===== src/rtl/tset_pkg.sv =====
// Shared constants and FSM state type for the Tset lookup engine.
// The widths here are the default build; the derived offsets describe the PRF output split.
package tset_pkg;

   localparam int B_BITS_DEF = 8;
   localparam int S_BITS_DEF = 2;
   localparam int LBL_W_DEF  = 32;
   localparam int VAL_W_DEF  = 64;
   localparam int MAX_I_DEF  = 255;

   localparam int ENT_W = LBL_W_DEF + 1 + VAL_W_DEF;
   localparam int L_LSB = B_BITS_DEF;
   localparam int K_LSB = B_BITS_DEF + LBL_W_DEF;
   localparam int K_W   = VAL_W_DEF + 1;

   typedef enum logic [2:0] {
      IDLE,
      PRF,
      RD,
      CMP,
      EMIT,
      FIN
   } state_t;

endpackage


===== src/rtl/tset_prf_split.sv =====
// Splits a PRF block into bucket index, label and mask, and holds them when the AES
// result is accepted so the bucket scan works from stable values.
module tset_prf_split #(
   parameter int B_BITS = 8,
   parameter int LBL_W  = 32,
   parameter int VAL_W  = 64
) (
   input  logic              clk,
   input  logic              capture,
   input  logic [127:0]      dout,
   output logic [B_BITS-1:0] b_p1,
   output logic [LBL_W-1:0]  lbl_p1,
   output logic [VAL_W:0]    k_p1
);

   localparam int FIELD_END = B_BITS + LBL_W + VAL_W + 1;

   if (FIELD_END > 128) begin : g_width_check
      $error("tset_prf_split: B_BITS+LBL_W+VAL_W+1 exceeds the 128-bit PRF block");
   end

   if (FIELD_END < 128) begin : g_spare
      logic unused_hi;
      assign unused_hi = ^dout[127:FIELD_END];
   end

   logic [B_BITS-1:0] b_p0;
   logic [LBL_W-1:0]  lbl_p0;
   logic [VAL_W:0]    k_p0;

   assign b_p0   = dout[B_BITS-1:0];
   assign lbl_p0 = dout[B_BITS+LBL_W-1:B_BITS];
   assign k_p0   = dout[B_BITS+LBL_W+VAL_W:B_BITS+LBL_W];

   // p0 -> p1: hold the split fields for the whole bucket scan
   always_ff @(posedge clk) begin
      if (capture) begin
         b_p1   <= b_p0;
         lbl_p1 <= lbl_p0;
         k_p1   <= k_p0;
      end
   end

endmodule


===== src/rtl/tset_retrieve.sv =====
// Tset lookup engine: iterates PRF(stag, i), scans the addressed bucket for the label,
// unmasks the matching entry and streams records until the continue bit clears.
module tset_retrieve
   import tset_pkg::*;
#(
   parameter int B_BITS = B_BITS_DEF,
   parameter int S_BITS = S_BITS_DEF,
   parameter int LBL_W  = LBL_W_DEF,
   parameter int VAL_W  = VAL_W_DEF,
   parameter int MAX_I  = MAX_I_DEF
) (
   input  logic                     clk,
   input  logic                     RST,
   input  logic                     start,
   input  logic [127:0]             stag,
   output logic                     busy,
   output logic                     aes_req,
   output logic [127:0]             aes_key,
   output logic [127:0]             aes_din,
   input  logic                     aes_ack,
   input  logic [127:0]             aes_dout,
   output logic                     mem_rd_en,
   output logic [B_BITS+S_BITS-1:0] mem_addr,
   input  logic [LBL_W+VAL_W:0]     mem_rd_data,
   output logic                     rec_valid,
   input  logic                     rec_ready,
   output logic [VAL_W-1:0]         rec_data,
   output logic                     rec_last,
   output logic                     done,
   output logic                     err
);

   localparam int I_W = $clog2(MAX_I + 1);
   localparam logic [S_BITS-1:0] SLOT_LAST = '1;

   state_t            state;
   state_t            nxt;
   logic [I_W-1:0]    iter;
   logic [S_BITS-1:0] slot;
   logic [B_BITS-1:0] b_p1;
   logic [LBL_W-1:0]  lbl_p1;
   logic [VAL_W:0]    k_p1;
   logic              beta_p2;
   logic [VAL_W-1:0]  val_p2;
   logic              capture;
   logic              hit;
   logic              last_iter;

   assign capture   = (state == PRF) && aes_ack;
   assign hit       = (mem_rd_data[LBL_W+VAL_W:VAL_W+1] == lbl_p1);
   assign last_iter = (iter == I_W'(MAX_I));
   assign aes_din   = 128'(iter);

   tset_prf_split #(
      .B_BITS (B_BITS),
      .LBL_W  (LBL_W),
      .VAL_W  (VAL_W)
   ) u_split (
      .clk     (clk),
      .capture (capture),
      .dout    (aes_dout),
      .b_p1    (b_p1),
      .lbl_p1  (lbl_p1),
      .k_p1    (k_p1)
   );

   always_ff @(posedge clk) begin
      if (RST) state <= IDLE;
      else     state <= nxt;
   end

   always_comb begin
      nxt       = state;
      busy      = (state != IDLE);
      aes_req   = 1'b0;
      mem_rd_en = 1'b0;
      rec_valid = 1'b0;
      done      = 1'b0;
      case (state)
         IDLE: if (start) nxt = PRF;
         PRF: begin
            aes_req = 1'b1;
            if (aes_ack) nxt = RD;
         end
         RD: begin
            mem_rd_en = 1'b1;
            nxt       = CMP;
         end
         CMP: begin
            if (hit)                    nxt = EMIT;
            else if (slot != SLOT_LAST) nxt = RD;
            else                        nxt = FIN;
         end
         EMIT: begin
            rec_valid = 1'b1;
            if (rec_ready) nxt = (beta_p2 && !last_iter) ? PRF : FIN;
         end
         FIN: begin
            done = 1'b1;
            nxt  = IDLE;
         end
         default: nxt = IDLE;
      endcase
   end

   // Outputs are forced to zero outside the states that own them so reset leaves them all low.
   assign mem_addr = mem_rd_en ? {b_p1, slot} : '0;
   assign rec_data = rec_valid ? val_p2 : '0;
   assign rec_last = rec_valid & ~beta_p2;

   always_ff @(posedge clk) begin
      if (RST) begin
         iter    <= '0;
         slot    <= '0;
         err     <= 1'b0;
         aes_key <= '0;
      end else begin
         case (state)
            IDLE: begin
               if (start) begin
                  aes_key <= stag;
                  iter    <= '0;
                  err     <= 1'b0;
               end
            end
            PRF: if (aes_ack) slot <= '0;
            CMP: begin
               if (!hit) begin
                  if (slot != SLOT_LAST) slot <= slot + 1'b1;
                  else                   err  <= 1'b1;
               end
            end
            EMIT: begin
               if (rec_ready && beta_p2) begin
                  if (last_iter) err  <= 1'b1;
                  else           iter <= iter + 1'b1;
               end
            end
            default: ;
         endcase
      end
   end

   // p1 -> p2: unmask the entry read in this cycle; EMIT holds it until the handshake
   always_ff @(posedge clk) begin
      if (state == CMP) {beta_p2, val_p2} <= mem_rd_data[VAL_W:0] ^ k_p1;
   end

endmodule


===== config.mk =====
export PLATFORM = sky130hd
export DESIGN_NAME = tset_retrieve
export DESIGN_NICKNAME = d
export VERILOG_FILES = /design/src/rtl/tset_pkg.sv /design/src/rtl/tset_prf_split.sv /design/src/rtl/tset_retrieve.sv
export SDC_FILE = /design/constraint.sdc
export NUM_CORES = 1
export LEC_CHECK = 0
export CAP_MARGIN = 25
export CORE_AREA = 3 3 273 275
export DETAILED_ROUTE_END_ITERATION = 8
export DIE_AREA = 0 0 276 278
export HOLD_SLACK_MARGIN = 0.05
export SLEW_MARGIN = 20
export SYNTH_ARGS = -nofsm -noshare
export SYNTH_HDL_FRONTEND = slang
export SYNTH_SLANG_ARGS = --single-unit

===== constraint.sdc =====
create_clock -name clk -period 8.45 [get_ports clk]
set_clock_uncertainty 0.2 [all_clocks]
set_input_delay 0.845 -clock clk [delete_from_list [all_inputs] [get_ports clk]]
set_output_delay 0.845 -clock clk [all_outputs]
set_load 0.02 [all_outputs]

## After elaboration in Yosys (flattened, before gate mapping)

Index checks and enable logic that the tools add are counted.

| word-level totals | value |
|---|---|
| bits in registers | 312 |
| logic and storage cells | 73 |

| cells by class | value |
|---|---|
| add/subtract/negate cells | 2 |
| equal/unequal tests | 17 |
| mux-type cells | 27 |
| bitwise logic cells | 3 |
| reduce and logical (&&, ||, !) cells | 14 |

Operators with widths:

| kind | count |
|---|---|
| 65-bit bitwise XOR | 1 |
| 64-bit two-way mux | 1 |
| 32-bit equality test | 1 |
| 8-bit two-way mux | 3 |
| 2-bit != test, second input constant | 10 |
| 3-bit two-way mux | 6 |
| 8-bit case mux with 2 select lines | 1 |
| 3-bit case mux with 5 select lines | 1 |
| 10-bit two-way mux | 1 |
| 1-bit two-way mux | 9 |
| 8-bit by 1-bit adder with 8-bit output, second input constant | 1 |
| 8-bit equality test, second input constant | 1 |
| 4-bit AND reduction | 2 |
| 3-bit by 2-bit equality test with 1-bit output, second input constant | 2 |
| 3-bit equality test, second input constant | 2 |
| 2-bit two-way mux | 3 |
| 6-bit AND reduction | 1 |
| 3-bit nonzero test | 2 |
| 2-bit case mux with 2 select lines | 1 |
| 2-bit nonzero test | 2 |
| 3-bit by 1-bit equality test with 1-bit output, second input constant | 1 |
| 1-bit logical AND | 3 |
| 3-bit zero test | 1 |
| 1-bit case mux with 3 select lines | 1 |
| 6 further kinds | 6 |

## Longest topological paths before layout

Gate-level depths: netlist of the first run.

| logic depth | value |
|---|---|
| word-level depth | 6 |
| depth in mapped cells | 6 |
| gate-level depth less buffers | 6 |

## Modules after synthesis

From an unflattened synthesis of the first run, not the netlist that was laid out.

| second synthesis, totals | value |
|---|---|
| cells, all modules | 1147 |
| area, all modules | 12608.3 um2 |

Modules (own cells, without submodules):

| module | instances | cells an instance | area each (um2) | sequential area each (um2) |
|---|---|---|---|---|
| tset_retrieve | 1 | 1042 | 9455.3 | 4794.6 |
| tset_prf_split | 1 | 105 | 3153.0 | 3153.0 |

## Worst setup path before layout of the first run

OpenSTA, ideal clock, no wires.

| timing path | value |
|---|---|
| path type | register to register |
| start | register state[0] |
| end | register u_split.b_p1[0], enable pin |
| data arrival time | 3.721 ns |
| data required time | 7.775 ns |
| path slack | 4.053 ns |
| stages on the path, launching flop included | 4 |
| buffers on the path | 1 |
| clock period less this slack | 4.397 ns |
| path through | dfxtp_1 -> buf_2 -> nor3b_1 -> and2_1 |

| between the ends | value |
|---|---|
| cells in the longest elaborated chain, start to end | 2 |

RTL lines:

| item | RTL line | RTL |
|---|---|---|
| start, declared | tset_retrieve.sv:36 | `state_t state;` |
| start signal, assigned | tset_retrieve.sv:69 | `else state <= nxt;` |
| 3-bit by 1-bit equality test with 1-bit output | tset_retrieve.sv:49 | `assign capture = (state == PRF) && aes_ack;` |
| 1-bit logical AND | tset_retrieve.sv:49 |  |
| via capture | tset_retrieve.sv:45 | `logic capture;` |
| end signal, assigned | tset_prf_split.sv:38 | `b_p1 <= b_p0;` |
| end, declared | tset_prf_split.sv:11 | `output logic [B_BITS-1:0] b_p1,` |

The timed path passes the listed nets, and every way through them passes these cells.
A chain may end at the register's enable or synchronous reset.

## Worst setup path after layout of the first run

| timing path | value |
|---|---|
| start | register state[2] |
| end | output port rec_last |

| between the ends | value |
|---|---|
| cells in the longest elaborated chain, start to end | 3 |

RTL lines:

| item | RTL line | RTL |
|---|---|---|
| 3-bit equality test | tset_retrieve.sv:79 | `case (state)` |
| 1-bit two-way mux | tset_retrieve.sv:79 |  |
| 1-bit bitwise AND | tset_retrieve.sv:109 | `assign rec_last = rec_valid & ~beta_p2;` |
| end, declared | tset_retrieve.sv:28 | `output logic rec_last,` |

Every way passes these cells.

==> results of run 1 <==
==> critical path: stages, from the launching register on <==
cell,delay [ns]
dfxtp_2,0.31
buf_4,0.52
or3b_4,0.50
nor2_1,0.14
clkdlybuf4s50_1,0.66
==> registers in the layout, summed over array words and instances, names as in the netlist <==
| name | count |
|---|---|
| val_p2 | 64 |
| u_split.lbl_p1 | 32 |
| iter | 8 |
| state | 3 |
| u_split.k_p1 | 65 |
| slot | 2 |
| aes_key | 128 |
| u_split.b_p1 | 8 |
| beta_p2 | 1 |
| err | 1 |
==> cell families after synthesis <==
family	after synthesis	share of synthesized area, %
xor+xnor	104	7.19
other cells	1	0.0296
buf+inv	185	9.38
compound gates	149	6.38
simple gates	388	14.1
flops	312	62.7
fa+ha+maj	2	0.198
==> cell usage after synthesis (all sizes together) <==
| cell | n | area, um^2 |
|---|---|---|
| and3b | 1 | 10.0 |
| a21o | 1 | 8.76 |
| nand4 | 7 | 43.8 |
| and3 | 65 | 407 |
| buf | 150 | 1060 |
| nor4 | 9 | 56.3 |
| nor2 | 13 | 58.8 |
| nor3b | 2 | 15.0 |
| o311ai | 2 | 17.5 |
| xnor2 | 1 | 8.76 |
| a31oi | 3 | 18.8 |
| inv | 3 | 11.3 |
| a221o | 1 | 10.0 |
| and2 | 13 | 81.3 |
| a2bb2oi | 1 | 8.76 |
| nand2 | 259 | 972 |
| clkbuf | 32 | 120 |
| o211ai | 1 | 7.51 |
| o21ai | 3 | 15.0 |
| dfxtp | 142 | 2840 |
| or3b | 1 | 11.3 |
| nand2b | 4 | 25.0 |
| nor4b | 1 | 8.76 |
| or3 | 2 | 13.8 |
| a211oi | 1 | 7.51 |
| ha | 2 | 25.0 |
| nand3b | 5 | 37.5 |
| a21oi | 131 | 656 |
| o31ai | 1 | 7.51 |
| nor4bb | 1 | 10.0 |
| o2bb2ai | 1 | 8.76 |
| a311oi | 1 | 26.3 |
| and4 | 1 | 8.76 |
| nand3 | 2 | 10.0 |
| a22o | 1 | 8.76 |
| o21bai | 1 | 7.51 |
| conb | 1 | 3.75 |
| xor2 | 103 | 902 |
| edfxtp | 170 | 5100 |
| or2 | 2 | 12.5 |
==> power groups by stage <==
stage	combinational, mW	clock, mW	sequential, mW
after detailed placement	0.567	0	1.75
after global routing	0.604	1.80	1.73
after CTS	0.570	1.75	1.72
after floorplan	0.241	0	1.80
final	0.560	1.68	1.72
after global placement	0.555	0	1.75
==> through the flow <==
step	power [mW]	setup WS, ns
5_1_grt	4.13	4.58
6_report	3.95	4.73
3_5_place_dp	2.32	4.85
4_1_cts	4.04	4.62
3_3_place_gp	2.30	4.86
2_1_floorplan	2.04	4.05
==> metal layers <==
metal	global-route usage (%)	up-vias
met5	0	-
met2	18.2	501
met4	4.24	8
met3	5.39	68
li1	-	4713
met1	12.2	4544
==> worst max path at each step <==
| stage | cells past startpoint | startpoint | slack (ns) | endpoint |
|---|---|---|---|---|
| floorplan | 3 | state[0] | 4.05 | u_split.b_p1[0] |
| global placement | 6 | start | 4.86 | aes_key[100] |
| detailed placement | 6 | start | 4.85 | aes_key[58] |
| CTS | 4 | state[2] | 4.62 | rec_last |
| global route | 4 | state[2] | 4.58 | rec_last |
| finish | 4 | state[2] | 4.73 | rec_last |
==> final cells by class <==
| type | count | area [um^2] |
|---|---|---|
| Antenna cell | 10 | 25.0 |
| Sequential cell | 312 | 7950 |
| Timing Repair Buffer | 561 | 5640 |
| Inverter | 3 | 11.3 |
| Tap cell | 959 | 1200 |
| Fill cell | 7540 | 52500 |
| Clock buffer | 49 | 1030 |
| Multi-Input combinational cell | 763 | 4000 |
| Clock inverter | 18 | 251 |
==> flow_metrics.tcl, run 1 <==
set metrics [dict create \
    max_freq_mhz 269 \
    drc 0 \
    antenna_found_initial 19 \
    criticalPathCategory "flip-flop to primary output" \
    crit_path_start_kind "flip-flop" \
    syn-cell-area_um2 12700 \
    cts_resized 0 \
    combPwrFrac_pct 14.1 \
    num_rows 99 \
    hold_ws_ns 0.250 \
    fin_crit_sh_pct 44.1 \
    overflow 0 \
    ir_drop_uv 172 \
    worst_hold_path_type "flip-flop to flip-flop" \
    finalHoldViolations 0 \
    cts-buffers-inserted 38 \
    synth_cell_type_count 45 \
    yosysWarnings 0 \
    critical_path_arrival_ns 2.68 \
    intPower_mw 2.97 \
    avgSynthCellArea_um2 11.1 \
    worstPathRequired_ns 7.40 \
    clk_pin_slew_ns 0.06 \
    min_period_ns 3.72 \
    ant_nets 0 \
    routed_via_density 3.68 \
    placed_cells 2598 \
    vias 9834 \
    die_h_um 278 \
    p_seq_share_pct 43.5 \
    synthCells 1141 \
    place.gp.congestion 0.788 \
    final-setup-viol-count 0 \
    maxCapViolCount 0 \
    synth_seq_cells 312 \
    final_cell_area_um2 20100 \
    dr_wl_met3_mm 5.41 \
    slew-limit-headroom_pct 36.1 \
    r2r-start "state[2]" \
    synth_seq_area_share_pct 62.7 \
    power_density_nw_per_um2 197 \
    path_max_fanout 79 \
    hold_buffers 0 \
    wl_met2_mm 21.2 \
    swShare_pct 24.9 \
    cts_setup_buffers 0 \
    clock_latency_ns 0.54 \
    min_from "aes_key[47]" \
    grt_usage_pct 11.0 \
    drv_slew 0 \
    cts_tree "built" \
    clock_sink_count 312 \
    place_hpwl_mm 33.8 \
    end_kind "primary output" \
    switchingPower_uw 984 \
    p_leak_nw 7.37 \
    instances_no_fill 2675 \
    setup_tns_ns 0 \
    drt_iter0_markers 393 \
    power_frac_clock_pct 42.4 \
    holdPathStages 2 \
    grt_max_degree 87 \
    htree_levels 2 \
    core-area_um2 72600 \
    drive_gt1_share_pct 4.98 \
    final_common_cell "clkdlybuf4s50_1" \
    final_util_pct 27.7 \
    rsz0062_at_grt "false" \
    reg2reg_depth 4 \
    status "finished clean" \
    placed_area_um2 18800 \
    areaGrowthSynthToFinish_pct 58.7 \
    drt_wl_total_mm 44.6 \
    num_io_pins 695 \
    cts_max_path_buffers 3 \
    grt_pass1_vias 10100 \
    floorplan.initialDensity_pct 17.4 \
    io_buffers 551 \
    min_to "aes_key[47]" \
    regToRegSetupSlack_ns 5.19 \
    dr.pass1.iters 7 \
    top_layer "met5" \
    final_cell_mix "clkdlybuf4s50_1, nand2_1, edfxtp_1" \
    cts_root_buffer "clkbuf_16" \
    grt_pass1_wl_mm 64.2 \
    wl_met1_mm 16.7 \
    reg2reg_to "u_split.k_p1[48]" \
    wl_per_cell_um 16.7 \
    worst_pin_slew_ns 0.958 \
    die_area_um2 76700 \
    die_x_um 276 \
    num-nets-final 2039 \
]
Note: power is estimated with default switching activity, not from simulation.
==> run 2, diff against run 1 <==
==> constraint.sdc (replaced) <==
create_clock -name clk -period 3.17 [get_ports clk]
set_clock_uncertainty 0.2 [all_clocks]
set_input_delay 0.317 -clock clk [delete_from_list [all_inputs] [get_ports clk]]
set_output_delay 0.317 -clock clk [all_outputs]
set_load 0.02 [all_outputs]
==> run 2 against run 1 <==
Sequential share of layout area down 0.25 points. Non-clock buffer count up 12. Global-route usage up 0.60 points. Largest power group unchanged. Highest routed layer unchanged.
==> flow_metrics.tcl, run 2 (synthesis results as in run 1) <==
set metrics [dict create \
    ir_drop_uv 392 \
    min_period_ns 2.97 \
    setup_tns_ns 0 \
    combPwrFrac_pct 14.6 \
    grt_pass1_wl_mm 66.7 \
    placed_cells 2610 \
    criticalPathCategory "flip-flop to primary output" \
    die_h_um 278 \
    use_met1_pct 11.9 \
    drive_gt1_share_pct 5.36 \
    cts_tree "built" \
    drv_slew 0 \
    core-area_um2 72600 \
    min_to "aes_key[62]" \
    crit_path_start_kind "flip-flop" \
    swShare_pct 25.1 \
    drt_wl_total_mm 46.5 \
    holdPathStages 2 \
    multiInputGateArea_um2 4000 \
    fillers 7540 \
    instances_no_fill 2684 \
    final_cell_area_um2 20200 \
    final-setup-viol-count 0 \
    use_met2_pct 20.1 \
    finalHoldViolations 0 \
    antenna_found_initial 17 \
    overflow 0 \
    wl_per_cell_um 17.3 \
    p_seq_share_pct 43.7 \
    worst_hold_path_type "primary input to flip-flop" \
    largest_register_ffs 128 \
    worst_pin_slew_ns 0.714 \
    p_leak_nw 7.44 \
    num-nets-final 2050 \
    grt_usage_pct 11.6 \
    intPower_mw 7.85 \
    power_frac_clock_pct 41.7 \
    io_buffers 551 \
    reg2reg_to "aes_key[75]" \
    r2r-start "state[0]" \
    reg2reg_depth 5 \
    seqCellArea_um2 7950 \
    cts_setup_buffers 0 \
    critical_path_arrival_ns 2.46 \
    maxCapViolCount 0 \
    place_hpwl_mm 37.0 \
    cts_root_buffer "clkbuf_16" \
    cts-buffers-inserted 37 \
    areaGrowthSynthToFinish_pct 59.7 \
    htree_levels 2 \
    routed_via_density 3.69 \
    drc 0 \
    path_max_fanout 11 \
    regToRegSetupSlack_ns 0.62 \
    power_density_nw_per_um2 518 \
    slew-limit-headroom_pct 52.3 \
    grt_max_degree 84 \
    num_io_pins 695 \
    floorplan.initialDensity_pct 17.4 \
    final_cell_mix "clkdlybuf4s50_1, nand2_1, edfxtp_1" \
    ant_nets 0 \
    die_area_um2 76700 \
    place.gp.congestion 0.815 \
    max_freq_mhz 336 \
    fin_crit_sh_pct 93.8 \
    final_util_pct 27.9 \
    end_kind "primary output" \
    placed_area_um2 19000 \
    num_rows 99 \
    worstPathRequired_ns 2.65 \
    rsz0062_at_grt "false" \
    status "finished clean" \
    hold_ws_ns 0.0913 \
    final_common_cell "clkdlybuf4s50_1" \
    clock_latency_ns 0.56 \
    die_x_um 276 \
    cts_max_path_buffers 3 \
    min_from "RST" \
    regMostFlops "aes_key" \
    switchingPower_mw 2.63 \
    dr.pass1.iters 4 \
    grt_pass1_vias 10200 \
    globalRoute.busiestLayer "met2" \
    vias 9899 \
    clock_sink_count 312 \
    clk_pin_slew_ns 0.06 \
    drt_iter0_markers 340 \
    gr-usage-met3_pct 6.74 \
]
run 2: cell types whose count changed in the layout (fill, tap and decap cells not counted), moves of 2 or more:
| cell | previous run | this run |
|---|---|---|
| buf_12 | 2 | 10 |
| buf_4 | 7 | 13 |
| clkbuf_1 | 7 | 9 |
| clkinv_1 | 1 | 5 |
| clkinv_2 | 7 | 3 |
| diode_2 | 10 | 7 |
run 2: repair_timing:
item,4_1_cts,5_1_grt
setup endpoints to repair,0,9
hold buffers,0,0
gates resized for setup,0,1
run 2: per-layer routing:
metal / wire length (um) / share of wire (%)
met1: 16300 / 35
met2: 22600 / 49
met3: 6600 / 14
met4: 993 / 2.1
met5: 92 / 0.20
run 2: stage by stage:
step | worst slack (ns) | power (mW)
floorplan | 0.330 | 5.43
global placement | 0.574 | 6.19
detailed placement | 0.534 | 6.22
CTS | 0.00536 | 10.7
global route | 0.0428 | 10.9
finish | 0.198 | 10.5
run 2: worst max-delay path by stage:
stage / startpoint / to / slack (ns) / cells past startpoint
floorplan: state[0] / err / 0.33 / 6
global placement: state[1] / aes_key[75] / 0.57 / 5
detailed placement: state[1] / aes_key[75] / 0.53 / 5
CTS: state[1] / mem_addr[8] / 0.005 / 4
global route: state[0] / aes_req / 0.04 / 2
finish: state[1] / mem_addr[1] / 0.20 / 4
run 2: power by group through the flow:
| stage | logic, mW | clock network, mW | registers [mW] |
|---|---|---|---|
| final | 1.53 | 4.37 | 4.58 |
| after floorplan | 0.644 | 0 | 4.79 |
| after CTS | 1.56 | 4.54 | 4.58 |
| after global placement | 1.53 | 0 | 4.66 |
| after detailed placement | 1.55 | 0 | 4.67 |
| after global routing | 1.65 | 4.69 | 4.60 |
run 2: cell type report:
class / instances / share of cell area [%]
flip-flops and latches: 312 / 39.3
well taps: 959 / 5.93
multi-input cells: 763 / 19.8
inverters: 3 / 0.0557
clock inverters: 16 / 1.03
clock buffers: 51 / 5.14
diodes: 7 / 0.0866
repair buffers: 573 / 28.7
run 2: critical path, stage by stage (launching register included):
cell and delay [ns]:
dfxtp_1 0.55, nor3b_2 0.34, buf_4 0.23, and2_1 0.14, clkdlybuf4s50_1 0.64
==> run 3, diff against run 2 <==
--- a/config.mk
+++ b/config.mk
@@ -10,6 +10,8 @@
 export DETAILED_ROUTE_END_ITERATION = 8
 export DIE_AREA = 0 0 276 278
 export HOLD_SLACK_MARGIN = 0.05
+export MAX_ROUTING_LAYER = met4
+export REMOVE_ABC_BUFFERS = 1
 export SLEW_MARGIN = 20
 export SYNTH_ARGS = -nofsm -noshare
 export SYNTH_HDL_FRONTEND = slang
==> run 3 against run 2 <==
Non-clock buffer count up 4. Largest cell class unchanged. Global-route usage up 0.066 points. Count of clock-buffer cells in the layout up 8. Critical path type unchanged. Highest routed layer is now met4. Critical path depth up 1. Critical endpoint is now rec_data[50]. Maximum frequency up 2.0%. Combinational power about the same. Core utilization about the same. Via count up 0.97%. Routed wire length down 1.8%. Final cell count up 0.11%. Die area unchanged. Largest power group unchanged. Sequential share of layout area about the same.
==> flow_metrics.tcl, run 3 (synthesis results as in run 1) <==
set metrics [dict create \
    cts_max_path_buffers 3 \
    place_ws_ns 0.507 \
    top_layer "met4" \
    criticalPathCategory "flip-flop to primary output" \
    worst_slack_ns 0.255 \
    wl_per_cell_um 17.0 \
    instances_no_fill 2687 \
    ant_nets 0 \
    grt_max_degree 112 \
    grt_usage_pct 11.7 \
    slowest_stage "clkdlybuf4s50_1" \
    crit_path_start_kind "flip-flop" \
    drt_wl_total_mm 45.7 \
    drt_iter0_markers 376 \
    ir_drop_uv 367 \
    areaGrowthSynthToFinish_pct 59.6 \
    grt_pass1_wl_mm 65.7 \
    core-area_um2 72600 \
    cts_tree "built" \
    fillers 7511 \
    worst_pin_slew_ns 0.610 \
    overflow 0 \
    rsz0062_at_grt "false" \
    worstPathRequired_ns 2.65 \
    clk_pin_slew_ns 0.06 \
    end_kind "primary output" \
    final-setup-viol-count 0 \
    final_cell_mix "clkdlybuf4s50_1, nand2_1, edfxtp_1" \
    routed_via_density 3.72 \
    slowest_delay_ns 0.62 \
    clock_sink_count 312 \
    largest_register_ffs 128 \
    min_period_ns 2.91 \
    drv_slew 0 \
    slew-limit-headroom_pct 59.2 \
    vias 9995 \
    final_common_cell "clkdlybuf4s50_1" \
    power_density_nw_per_um2 512 \
    worst_hold_path_type "primary input to flip-flop" \
    hold_ws_ns 0.124 \
    path_max_fanout 39 \
    placed_cells 2610 \
    path_cells "nor2_4 > buf_12 > buf_4 > and3_1 > clkdlybuf4s50_1" \
    wl_met1_mm 17.3 \
    max_freq_mhz 343 \
    die_h_um 278 \
    floorplan.initialDensity_pct 17.4 \
    status "finished clean" \
    antenna_found_initial 6 \
    clock_latency_ns 0.54 \
    maxCapViolCount 0 \
    htree_levels 2 \
    place.gp.congestion 0.862 \
    wl_met2_mm 22.8 \
    dr.pass1.iters 4 \
    num_rows 99 \
    critical_path_arrival_ns 2.40 \
    num_io_pins 695 \
    cts_root_buffer "clkbuf_16" \
    finalHoldViolations 0 \
    p_leak_nw 7.44 \
    cts-buffers-inserted 37 \
    place_hpwl_mm 34.7 \
    grt_pass1_vias 10500 \
    die_x_um 276 \
    io_buffers 551 \
    dr_wl_met3_mm 3.96 \
    setup_tns_ns 0 \
    drc 0 \
    die_area_um2 76700 \
    regMostFlops "aes_key" \
    finalPower_mw 10.4 \
    num-nets-final 2055 \
    fin_crit_sh_pct 92.0 \
    drive_gt1_share_pct 5.75 \
]
-- run 3: layer usage --
layer | vias to the layer above | track usage [%]
met1 | 4686 | 12.4
met2 | 503 | 20.2
li1 | 4739 | -
met4 | 0 | 4.02
met3 | 67 | 3.98
met5 | - | -
-- run 3: what timing repair did --
item	in CTS	in global routing
endpoints found under the setup margin	39	8
resized for setup	1	3
buffers inserted	3	0
pin swaps	1	0
hold buffers	1	0
cloned	1	0
hold endpoints to repair	11	0
-- run 3: area by class of cell --
type                       count  area [um^2]  share of cell area [%]
sequential                   312         7950                    39.3
timing repair buffer         577         5830                    28.8
multi-input combinational    764         4010                    19.9
tap                          959         1200                    5.94
clock buffer                  59         1100                    5.47
clock inverter                 7         87.6                   0.433
antenna                        6         15.0                  0.0743
inverter                       3         12.5                  0.0619
-- run 3: metrics by stage --
stage	utilization, %	cell area [um^2]
after global placement	26.1	18900
after global routing	27.8	20200
after floorplan	-	11900
final	27.8	20200
after detailed placement	26.1	18900
after CTS	27.8	20200
-- run 3: final timing paths --
check,to,slack [ns],startpoint,depth (start not counted)
hold / removal,aes_key[85],0.12,stag[85],3
hold reg to reg,aes_key[23],0.25,aes_key[23],2
setup / recovery,rec_data[50],0.26,state[0],5
setup reg to reg,aes_key[111],0.81,state[1],6
-- run 3: worst max-delay path, delay by kind of cell (launching register included) --
kind                   cells  cell delay [ns]
buffers and inverters      3             1.04
DFF                        1             0.43
and+or+nand+nor            2             0.37
-- run 3: power breakdown --
group | switching (mW) | internal, mW | total, mW
registers | 0.104 | 4.49 | 4.59
logic | 0.810 | 0.742 | 1.55
clock network | 1.66 | 2.55 | 4.21
total | 2.58 | 7.77 | 10.4
